===== src/rtl/tl_trace_buf.sv =====
// Passive TileLink A/D snooper recording filtered beats into a circular trace buffer.
// Records are {kind, opcode, size, mask, addr, data, ts}, drained show-ahead through rd_valid/rd_ready.
module tl_trace_buf #(
  parameter int ADDR_W  = 64,
  parameter int DATA_W  = 64,
  parameter int DEPTH   = 16,
  parameter int TS_W    = 16,
  parameter bit VERBOSE = 0
) (
  input  logic                                                clk,
  input  logic                                                rst_n,
  input  logic                                                a_valid,
  input  logic                                                a_ready,
  input  logic [2:0]                                          a_opcode,
  input  logic [2:0]                                          a_size,
  input  logic [ADDR_W-1:0]                                   a_address,
  input  logic [DATA_W/8-1:0]                                 a_mask,
  input  logic [DATA_W-1:0]                                   a_data,
  input  logic                                                d_valid,
  input  logic                                                d_ready,
  input  logic [2:0]                                          d_opcode,
  input  logic [DATA_W-1:0]                                   d_data,
  input  logic                                                cap_en,
  input  logic                                                wrap_mode,
  input  logic                                                clear,
  input  logic [ADDR_W-1:0]                                   win_lo,
  input  logic [ADDR_W-1:0]                                   win_hi,
  input  logic [2:0]                                          op_en,
  output logic                                                rd_valid,
  input  logic                                                rd_ready,
  output logic [1+3+3+DATA_W/8+ADDR_W+DATA_W+TS_W-1:0]        rd_data,
  output logic [$clog2(DEPTH):0]                              count,
  output logic                                                overflow,
  output logic [15:0]                                         dropped
);
  localparam int MW    = DATA_W / 8;
  localparam int AW    = $clog2(DEPTH);
  localparam int PW    = AW + 1;
  localparam int REC_W = 1 + 3 + 3 + MW + ADDR_W + DATA_W + TS_W;
  localparam logic [PW:0] DEPTH_P = (PW+1)'(DEPTH);

  localparam logic [2:0] OP_PUT_FULL    = 3'd0;
  localparam logic [2:0] OP_PUT_PARTIAL = 3'd1;
  localparam logic [2:0] OP_GET         = 3'd4;
  localparam logic [2:0] OP_ACK         = 3'd0;
  localparam logic [2:0] OP_ACK_DATA    = 3'd1;
  // op_en bit order: bit0 Get, bit1 PutFull, bit2 PutPartial
  localparam logic [8:0] ELIG_OPS = {OP_PUT_PARTIAL, OP_PUT_FULL, OP_GET};

  logic [REC_W-1:0]  mem [DEPTH];
  logic [PW-1:0]     wptr_reg;
  logic [PW-1:0]     rptr_reg;
  logic [7:0]        outstanding_reg;
  logic [TS_W-1:0]   ts_reg;
  logic              overflow_reg;
  logic [15:0]       dropped_reg;

  logic [2:0]        op_hit;
  logic              in_win;
  logic              a_cap;
  logic              d_cap;
  logic [REC_W-1:0]  a_rec;
  logic [REC_W-1:0]  d_rec;
  logic [REC_W-1:0]  wr0_rec;
  logic              wr0_en;
  logic              wr1_en;
  logic [AW-1:0]     wr0_idx;
  logic [AW-1:0]     wr1_idx;
  logic [PW-1:0]     count_int;
  logic              pop;
  logic [PW:0]       held;
  logic [PW:0]       space;
  logic [PW:0]       total;
  logic [1:0]        n_push;
  logic [1:0]        n_acc;
  logic [1:0]        n_lost;
  logic [1:0]        n_evict;
  logic [16:0]       drop_sum;
  logic [15:0]       dropped_next;

  for (genvar gi = 0; gi < 3; gi++) begin : g_op
    assign op_hit[gi] = op_en[gi] && (a_opcode == ELIG_OPS[gi*3 +: 3]);
  end

  assign in_win = (a_address >= win_lo) && (a_address <= win_hi);
  assign a_cap  = a_valid && a_ready && cap_en && in_win && (op_hit != 3'b000);
  // D beats ignore cap_en so the request/response pairing never drifts
  assign d_cap  = d_valid && d_ready && (outstanding_reg != 8'd0) &&
                  ((d_opcode == OP_ACK) || (d_opcode == OP_ACK_DATA));

  assign a_rec = {1'b0, a_opcode, a_size, a_mask, a_address, a_data, ts_reg};
  assign d_rec = {1'b1, d_opcode, 3'b000, {MW{1'b0}}, {ADDR_W{1'b0}}, d_data, ts_reg};

  assign count_int = wptr_reg - rptr_reg;

  always_comb begin
    pop     = (count_int != '0) && rd_ready;
    n_push  = {1'b0, a_cap} + {1'b0, d_cap};
    held    = {1'b0, count_int} - (PW+1)'(pop);
    space   = DEPTH_P - held;
    total   = held + (PW+1)'(n_push);
    n_acc   = n_push;
    n_lost  = 2'd0;
    n_evict = 2'd0;
    if (!wrap_mode) begin
      // newest records are the ones discarded, so the D half of a pair goes first
      if (space < (PW+1)'(n_push)) begin
        n_acc  = space[1:0];
        n_lost = n_push - space[1:0];
      end
    end else if (total > DEPTH_P) begin
      n_lost  = 2'(total - DEPTH_P);
      n_evict = n_lost;
    end
    wr0_en       = (n_acc != 2'd0);
    wr1_en       = (n_acc == 2'd2);
    wr0_rec      = a_cap ? a_rec : d_rec;
    wr0_idx      = wptr_reg[AW-1:0];
    wr1_idx      = wptr_reg[AW-1:0] + AW'(1);
    drop_sum     = {1'b0, dropped_reg} + 17'(n_lost);
    dropped_next = drop_sum[16] ? 16'hFFFF : drop_sum[15:0];
  end

  always_ff @(posedge clk) begin
    if (!rst_n) begin
      wptr_reg        <= '0;
      rptr_reg        <= '0;
      outstanding_reg <= 8'd0;
      ts_reg          <= '0;
      overflow_reg    <= 1'b0;
      dropped_reg     <= 16'd0;
    end else begin
      ts_reg <= ts_reg + TS_W'(1);
      if (clear) begin
        wptr_reg        <= '0;
        rptr_reg        <= '0;
        outstanding_reg <= 8'd0;
        overflow_reg    <= 1'b0;
        dropped_reg     <= 16'd0;
      end else begin
        wptr_reg    <= wptr_reg + PW'(n_acc);
        rptr_reg    <= rptr_reg + PW'(pop) + PW'(n_evict);
        dropped_reg <= dropped_next;
        if (n_lost != 2'd0)
          overflow_reg <= 1'b1;
        if (a_cap && !d_cap && (outstanding_reg != 8'hFF))
          outstanding_reg <= outstanding_reg + 8'd1;
        else if (d_cap && !a_cap)
          outstanding_reg <= outstanding_reg - 8'd1;
      end
    end
  end

  always_ff @(posedge clk) begin
    if (rst_n && !clear) begin
      if (wr0_en)
        mem[wr0_idx] <= wr0_rec;
      if (wr1_en)
        mem[wr1_idx] <= d_rec;
    end
  end

  assign rd_data  = mem[rptr_reg[AW-1:0]];
  assign rd_valid = (count_int != '0);
  assign count    = count_int;
  assign overflow = overflow_reg;
  assign dropped  = dropped_reg;

`ifndef SYNTHESIS
  if (VERBOSE) begin : g_verbose
    always_ff @(posedge clk) begin
      if (rst_n && !clear) begin
        if (a_cap) begin
          case (a_opcode)
            OP_GET:      $display("TRACE(A get): 0x%h", a_address);
            OP_PUT_FULL: $display("TRACE(A putfull): 0x%h", a_address);
            default:     $display("TRACE(A putpartial): 0x%h", a_address);
          endcase
        end
        if (d_cap)
          $display("TRACE(D %0s): 0x%h", (d_opcode == OP_ACK_DATA) ? "ackdata" : "ack", d_data);
      end
    end
  end
`endif

endmodule


===== config.mk =====
export PLATFORM = sky130hd
export DESIGN_NAME = tl_trace_buf
export DESIGN_NICKNAME = d
export VERILOG_FILES = /design/src/rtl/tl_trace_buf.sv
export SDC_FILE = /design/constraint.sdc
export NUM_CORES = 2
export LEC_CHECK = 0
export CAP_MARGIN = 10
export CORE_MARGIN = 2
export CORE_UTILIZATION = 35
export DETAILED_ROUTE_END_ITERATION = 7
export GPL_ROUTABILITY_DRIVEN = 0
export PLACE_DENSITY = 0.52
export SYNTH_ARGS = -nofsm -noshare
export SYNTH_HDL_FRONTEND = slang
export SYNTH_SLANG_ARGS = --single-unit

===== constraint.sdc =====
create_clock -name clk -period 10.8 [get_ports clk]
set_input_delay 1.08 -clock clk [delete_from_list [all_inputs] [get_ports clk]]
set_output_delay 1.08 -clock clk [all_outputs]
set_load 0.05 [all_outputs]

==> impl_metrics.prom <==
# TYPE chip_impl_metric gauge
chip_impl_info{name="run_status",value="finished, final reports clean"} 1
chip_impl_info{name="crit_slowest_cell",value="o21ai_4"} 1
chip_impl_metric{name="synth_cells",unit=""} 9700
chip_impl_metric{name="cts_resized",unit=""} 0
chip_impl_metric{name="synth_area",unit="mm^2"} 0.119
chip_impl_metric{name="yosys-mux-area-fraction",unit="%"} 14.8
chip_impl_metric{name="worst_hold_path.num_cells",unit=""} 2
chip_impl_metric{name="initial_core_util",unit="%"} 35.2
chip_impl_metric{name="numCtsBuffers",unit=""} 295
chip_impl_metric{name="number_of_design_rule_violations_left_after_detail_routing",unit=""} 0
chip_impl_info{name="cp-end-kind",value="flop"} 1
chip_impl_info{name="ys_top_cells_by_area",value="edfxtp_1 (34%), dfxtp_1 (21%), mux4_2 (15%)"} 1
chip_impl_info{name="critical-path-top-delay-family",value="buffers and inverters"} 1
chip_impl_metric{name="ys_ff_latch",unit=""} 2595
chip_impl_metric{name="area_growth_syn_to_layout",unit="%"} 15.8
chip_impl_metric{name="core_region_area",unit="mm^2"} 0.337
chip_impl_metric{name="grt_overflow_total",unit=""} 0
chip_impl_metric{name="worstMarginPinSlew",unit="ns"} 1.31
chip_impl_metric{name="cts_buffer_depth",unit=""} 4
chip_impl_metric{name="detail_routed_via_count_per_cell",unit=""} 6.16
chip_impl_metric{name="final.period_utilization",unit="%"} 82.4
chip_impl_metric{name="p_switching",unit="mW"} 5.93
chip_impl_info{name="rsz_0062_raised_after_global_routing",value="false"} 1
chip_impl_metric{name="grt_pass1_wl",unit="um"} 643000
chip_impl_metric{name="drt_pass_1_iters",unit=""} 8
chip_impl_info{name="path_cells",value="clkinv_1 > buf_4 > ha_1 > nand2b_1 > a21oi_4 > xor2_2 > nor2_1 > nand3_1 > and2_1 > ha_1 > ha_1 > ha_1 > ha_1 > a211oi_1 > o21ai_0 > nor2_1 > o21ai_4 > mux2_2 > buf_4 > nand2_8 > o21ai_4 > buf_4 > a22o_1"} 1
chip_impl_metric{name="largest_register_ff_count",unit=""} 2544
chip_impl_metric{name="share_seq_of_total_power",unit="%"} 44.4
chip_impl_metric{name="dp_worst_setup_slack",unit="ns"} 0.832
chip_impl_info{name="globalRoute.busiestLayer",value="met2"} 1
chip_impl_info{name="crit_start",value="rptr_reg[1]"} 1
chip_impl_info{name="timing.critical_path.mode_cell",value="ha_1"} 1
chip_impl_metric{name="clk_latency",unit="ns"} 0.93
chip_impl_info{name="worstSetupPathType",value="flop to flop"} 1
chip_impl_info{name="endpoint",value="mem[12][28]"} 1
chip_impl_metric{name="final_core_utilization",unit="%"} 40.8
chip_impl_info{name="largest_family_of_logic_cells_by_synthesized_area",value="multiplexers"} 1
chip_impl_metric{name="irDropWorstVdd",unit="mV"} 0.125
chip_impl_metric{name="final.setup.tns",unit="ns"} 0
chip_impl_metric{name="antenna_violations_before_repair",unit=""} 53
chip_impl_metric{name="final_report_hold_violation_count",unit=""} 0
chip_impl_metric{name="drt_iter0_markers",unit=""} 10600
chip_impl_metric{name="yosysWarningCount",unit=""} 0
chip_impl_metric{name="cell_internal_pwr",unit="mW"} 17.3
chip_impl_metric{name="sink_count",unit=""} 2595
chip_impl_metric{name="power_density",unit="mW/mm^2"} 169
chip_impl_metric{name="final_layout_size_suffix_gt1_share",unit="%"} 16.1
chip_impl_metric{name="number_of_flops_mapped_to_enable_cells_by_yosys",unit=""} 1328
chip_impl_metric{name="design.portCount",unit=""} 532
chip_impl_metric{name="synth.yosys.seq_area_share",unit="%"} 55.0
chip_impl_metric{name="yosys.area_share.adder",unit="%"} 1.75
chip_impl_metric{name="r2r_slack",unit="ns"} 1.90
chip_impl_metric{name="fill_cells",unit=""} 31100
chip_impl_metric{name="met2_usage",unit="%"} 41.5
chip_impl_metric{name="r2r.worst_path.cells",unit=""} 23
chip_impl_metric{name="routed_wire_per_std_cell",unit="um"} 32.0
chip_impl_metric{name="pwr-share-comb",unit="%"} 11.5
chip_impl_metric{name="critPathMaxStageDelay",unit="ns"} 1.05
chip_impl_metric{name="post_synth_xor_area_fraction",unit="%"} 0.365
chip_impl_metric{name="finalMaxSlewViolations",unit=""} 0
chip_impl_metric{name="cts_htree_levels",unit=""} 5
chip_impl_info{name="reg2reg_from",value="rptr_reg[1]"} 1
chip_impl_metric{name="grt_use_total",unit="%"} 25.8
chip_impl_metric{name="power.static_leakage",unit="nW"} 43.8
chip_impl_metric{name="grt_start_max_net_pins",unit=""} 139
chip_impl_metric{name="clkSlewWorstSetupHoldPaths",unit="ns"} 0.06
chip_impl_metric{name="fmax",unit="MHz"} 112
chip_impl_metric{name="simple_gate_fraction_of_synth_area",unit="%"} 9.87
chip_impl_metric{name="grt_pass1_vias",unit=""} 86000
chip_impl_metric{name="synth_cell_type_count",unit=""} 74
chip_impl_metric{name="total_die_area",unit="mm^2"} 0.344
chip_impl_info{name="synth_top_area_cell",value="edfxtp_1"} 1
chip_impl_metric{name="synth_fp_nets",unit=""} 10200
chip_impl_metric{name="holdBufCountCts",unit=""} 0
chip_impl_metric{name="worst_max_slew_margin_expressed_relative_to_the_limit",unit="%"} 12.3
chip_impl_metric{name="worstPathBufferInverterCount",unit=""} 4
chip_impl_metric{name="finalWorstPathRequiredPeriod",unit="ns"} 8.90
chip_impl_info{name="cts_tree",value="yes"} 1
chip_impl_metric{name="max_cap_violations",unit=""} 0
chip_impl_metric{name="register_area",unit="mm^2"} 0.0653
chip_impl_metric{name="clkPwrFrac",unit="%"} 44.0
chip_impl_metric{name="postCtsSetupBuffers",unit=""} 0
chip_impl_metric{name="die_h",unit="um"} 586
chip_impl_metric{name="final_nets",unit=""} 10000
chip_impl_metric{name="multi_input_gate_area",unit="mm^2"} 0.0484
chip_impl_metric{name="synth_area_per_cell",unit="um^2"} 12.2
chip_impl_metric{name="antenna_violating_nets_post_route",unit=""} 0
chip_impl_metric{name="die_width",unit="um"} 586
chip_impl_metric{name="async_flop_share",unit="%"} 0
chip_impl_metric{name="setup_ws",unit="ns"} 1.90
chip_impl_info{name="postSynth.topFlopCell",value="edfxtp_1"} 1
chip_impl_metric{name="finalSetupViolCount",unit=""} 0
chip_impl_metric{name="place.port_buffers",unit=""} 531
chip_impl_info{name="min_delay_path_class",value="flop to flop"} 1
chip_impl_metric{name="timing.critical_path.required",unit="ns"} 11.57
chip_impl_metric{name="gr-usage-met1",unit="%"} 34.5
chip_impl_metric{name="totalWireLength",unit="um"} 457000
chip_impl_metric{name="dp_hpwl",unit="um"} 249000
chip_impl_metric{name="synthDominantCellAreaShare",unit="%"} 33.6
chip_impl_metric{name="row_cnt",unit=""} 213
chip_impl_metric{name="grt.met3_usage",unit="%"} 5.29
chip_impl_metric{name="power.switching_fraction",unit="%"} 25.6
chip_impl_metric{name="cp_data_arrival_time",unit="ns"} 9.67
chip_impl_metric{name="num_vias",unit=""} 88000
chip_impl_metric{name="critical_path.max_fanout",unit=""} 71
chip_impl_info{name="ctsRootBufferMaster",value="clkbuf_16"} 1
chip_impl_metric{name="cp.depth",unit=""} 23
chip_impl_metric{name="worst_clock_skew",unit="ns"} 0.0760
chip_impl_info{name="hold_start",value="mem[1][86]"} 1
chip_impl_metric{name="synth_compound_gate_area_share",unit="%"} 13.5
chip_impl_info{name="timing.rr.end",value="mem[12][28]"} 1
chip_impl_info{name="critPathLaunchType",value="flop"} 1
==> cells in the final DEF, fill, tap and decap left out, types with 13 or more instances in the layout <==
master	instances
nand4_1	36
dfxtp_1	1263
and3_1	42
a221o_1	13
diode_2	20
clkinv_1	27
nand3_1	1426
nor3_2	14
ha_1	155
and2_1	51
a22o_1	968
o21ai_4	17
a21o_1	33
nor3_1	20
clkdlybuf4s50_1	531
buf_4	172
inv_6	21
a31oi_1	20
nor2_1	113
inv_1	149
xnor2_1	30
clkbuf_16	302
o21ai_0	1200
mux4_2	775
buf_12	44
a21oi_1	71
clkbuf_8	38
nor2b_1	232
o22ai_1	30
nand2_1	297
bufinv_16	23
edfxtp_1	1328
clkinv_2	57
nor2_2	15
nand2_4	24
clkbuf_1	60
==> power groups by stage <==
stage	Sequential, mW	Combinational, mW	Clock, mW
floorplan	10.5	1.80	0
global placement	10.5	2.69	0
detailed placement	10.5	2.69	0
CTS	10.3	2.70	10.3
global route	10.3	2.83	10.7
finish	10.3	2.68	10.2
==> final cells by class <==
class / instances / share of cell area, %
flip-flops and latches: 2595 / 47.5
multi-input cells: 5715 / 35.3
clock buffers: 400 / 6.05
repair buffers: 748 / 5.47
well taps: 4515 / 4.11
clock inverters: 126 / 0.987
inverters: 170 / 0.530
diodes: 20 / 0.0365
==> Yosys cell counts (4+ instances only) <==
| master | instances |
|---|---|
| buf_4 | 6 |
| buf_1 | 272 |
| o21ai_1 | 14 |
| fa_1 | 7 |
| dfxtp_1 | 1267 |
| buf_6 | 5 |
| or2_2 | 4 |
| a211oi_1 | 6 |
| edfxtp_1 | 1328 |
| a21oi_1 | 74 |
| and3_1 | 42 |
| nor3_2 | 9 |
| mux4_2 | 775 |
| and4_1 | 4 |
| a221o_1 | 13 |
| nor3_4 | 5 |
| nand2b_1 | 7 |
| and2b_1 | 4 |
| mux2i_1 | 5 |
| and2_1 | 51 |
| xnor2_1 | 30 |
| nor3_1 | 32 |
| clkbuf_1 | 737 |
| nand2_1 | 321 |
| a31oi_1 | 20 |
| ha_1 | 155 |
| nor2_1 | 129 |
| o21ai_0 | 1202 |
| o22ai_1 | 30 |
| nor2b_1 | 232 |
| nand2_2 | 5 |
| a22o_1 | 968 |
| inv_1 | 168 |
| nand4_1 | 36 |
| nand3_1 | 1426 |
| nor4_1 | 4 |
| xor2_1 | 12 |
| o211ai_1 | 4 |
| o21ai_2 | 5 |
| buf_2 | 200 |
| a21o_1 | 33 |
==> how the worst min path moves through the flow <==
| stage | endpoint | slack, ns |
|---|---|---|
| 6_report | mem[1][86] | 0.47 |
| 5_1_grt | mem[6][104] | 0.49 |
| 4_1_cts | mem[1][130] | 0.47 |
| 3_5_place_dp | mem[6][119] | 0.46 |
| 3_3_place_gp | mem[14][134] | 0.45 |
| 2_1_floorplan | mem[10][158] | 0.42 |
==> layer usage <==
metal	part of all wire, %	vias to the layer above
met1	40	45500
met4	3.9	52
li1	-	36800
met3	9.6	874
met2	46	4775
met5	0.073	-
==> logic make-up after synthesis <==
| logic type | after synthesis |
|---|---|
| XOR/XNOR | 46 |
| AND/OR/NAND/NOR | 2323 |
| flip-flops | 2595 |
| multiplexers | 785 |
| AO/OA/AOI/OAI | 2399 |
| adder cells (fa/ha/maj) | 162 |
| buffers and inverters | 1390 |
==> through the flow <==
stage                     instance area (um^2)  total power, mW  instances  hold WS [ns]
final                                   137000             23.2      14300         0.465
after global routing                    137000             23.8      14300         0.486
after CTS                               137000             23.3      14300         0.465
after detailed placement                128000             13.2      13700         0.456
after global placement                  128000             13.2      13700         0.447
after floorplan                         119000             12.3       9700         0.422
==> worst min-delay path: stages (launching register included) <==
cell and delay, ns:
dfxtp_1 0.32, nand3_1 0.06, o21ai_0 0.06
No activity file was read; power rests on OpenSTA's default activity.
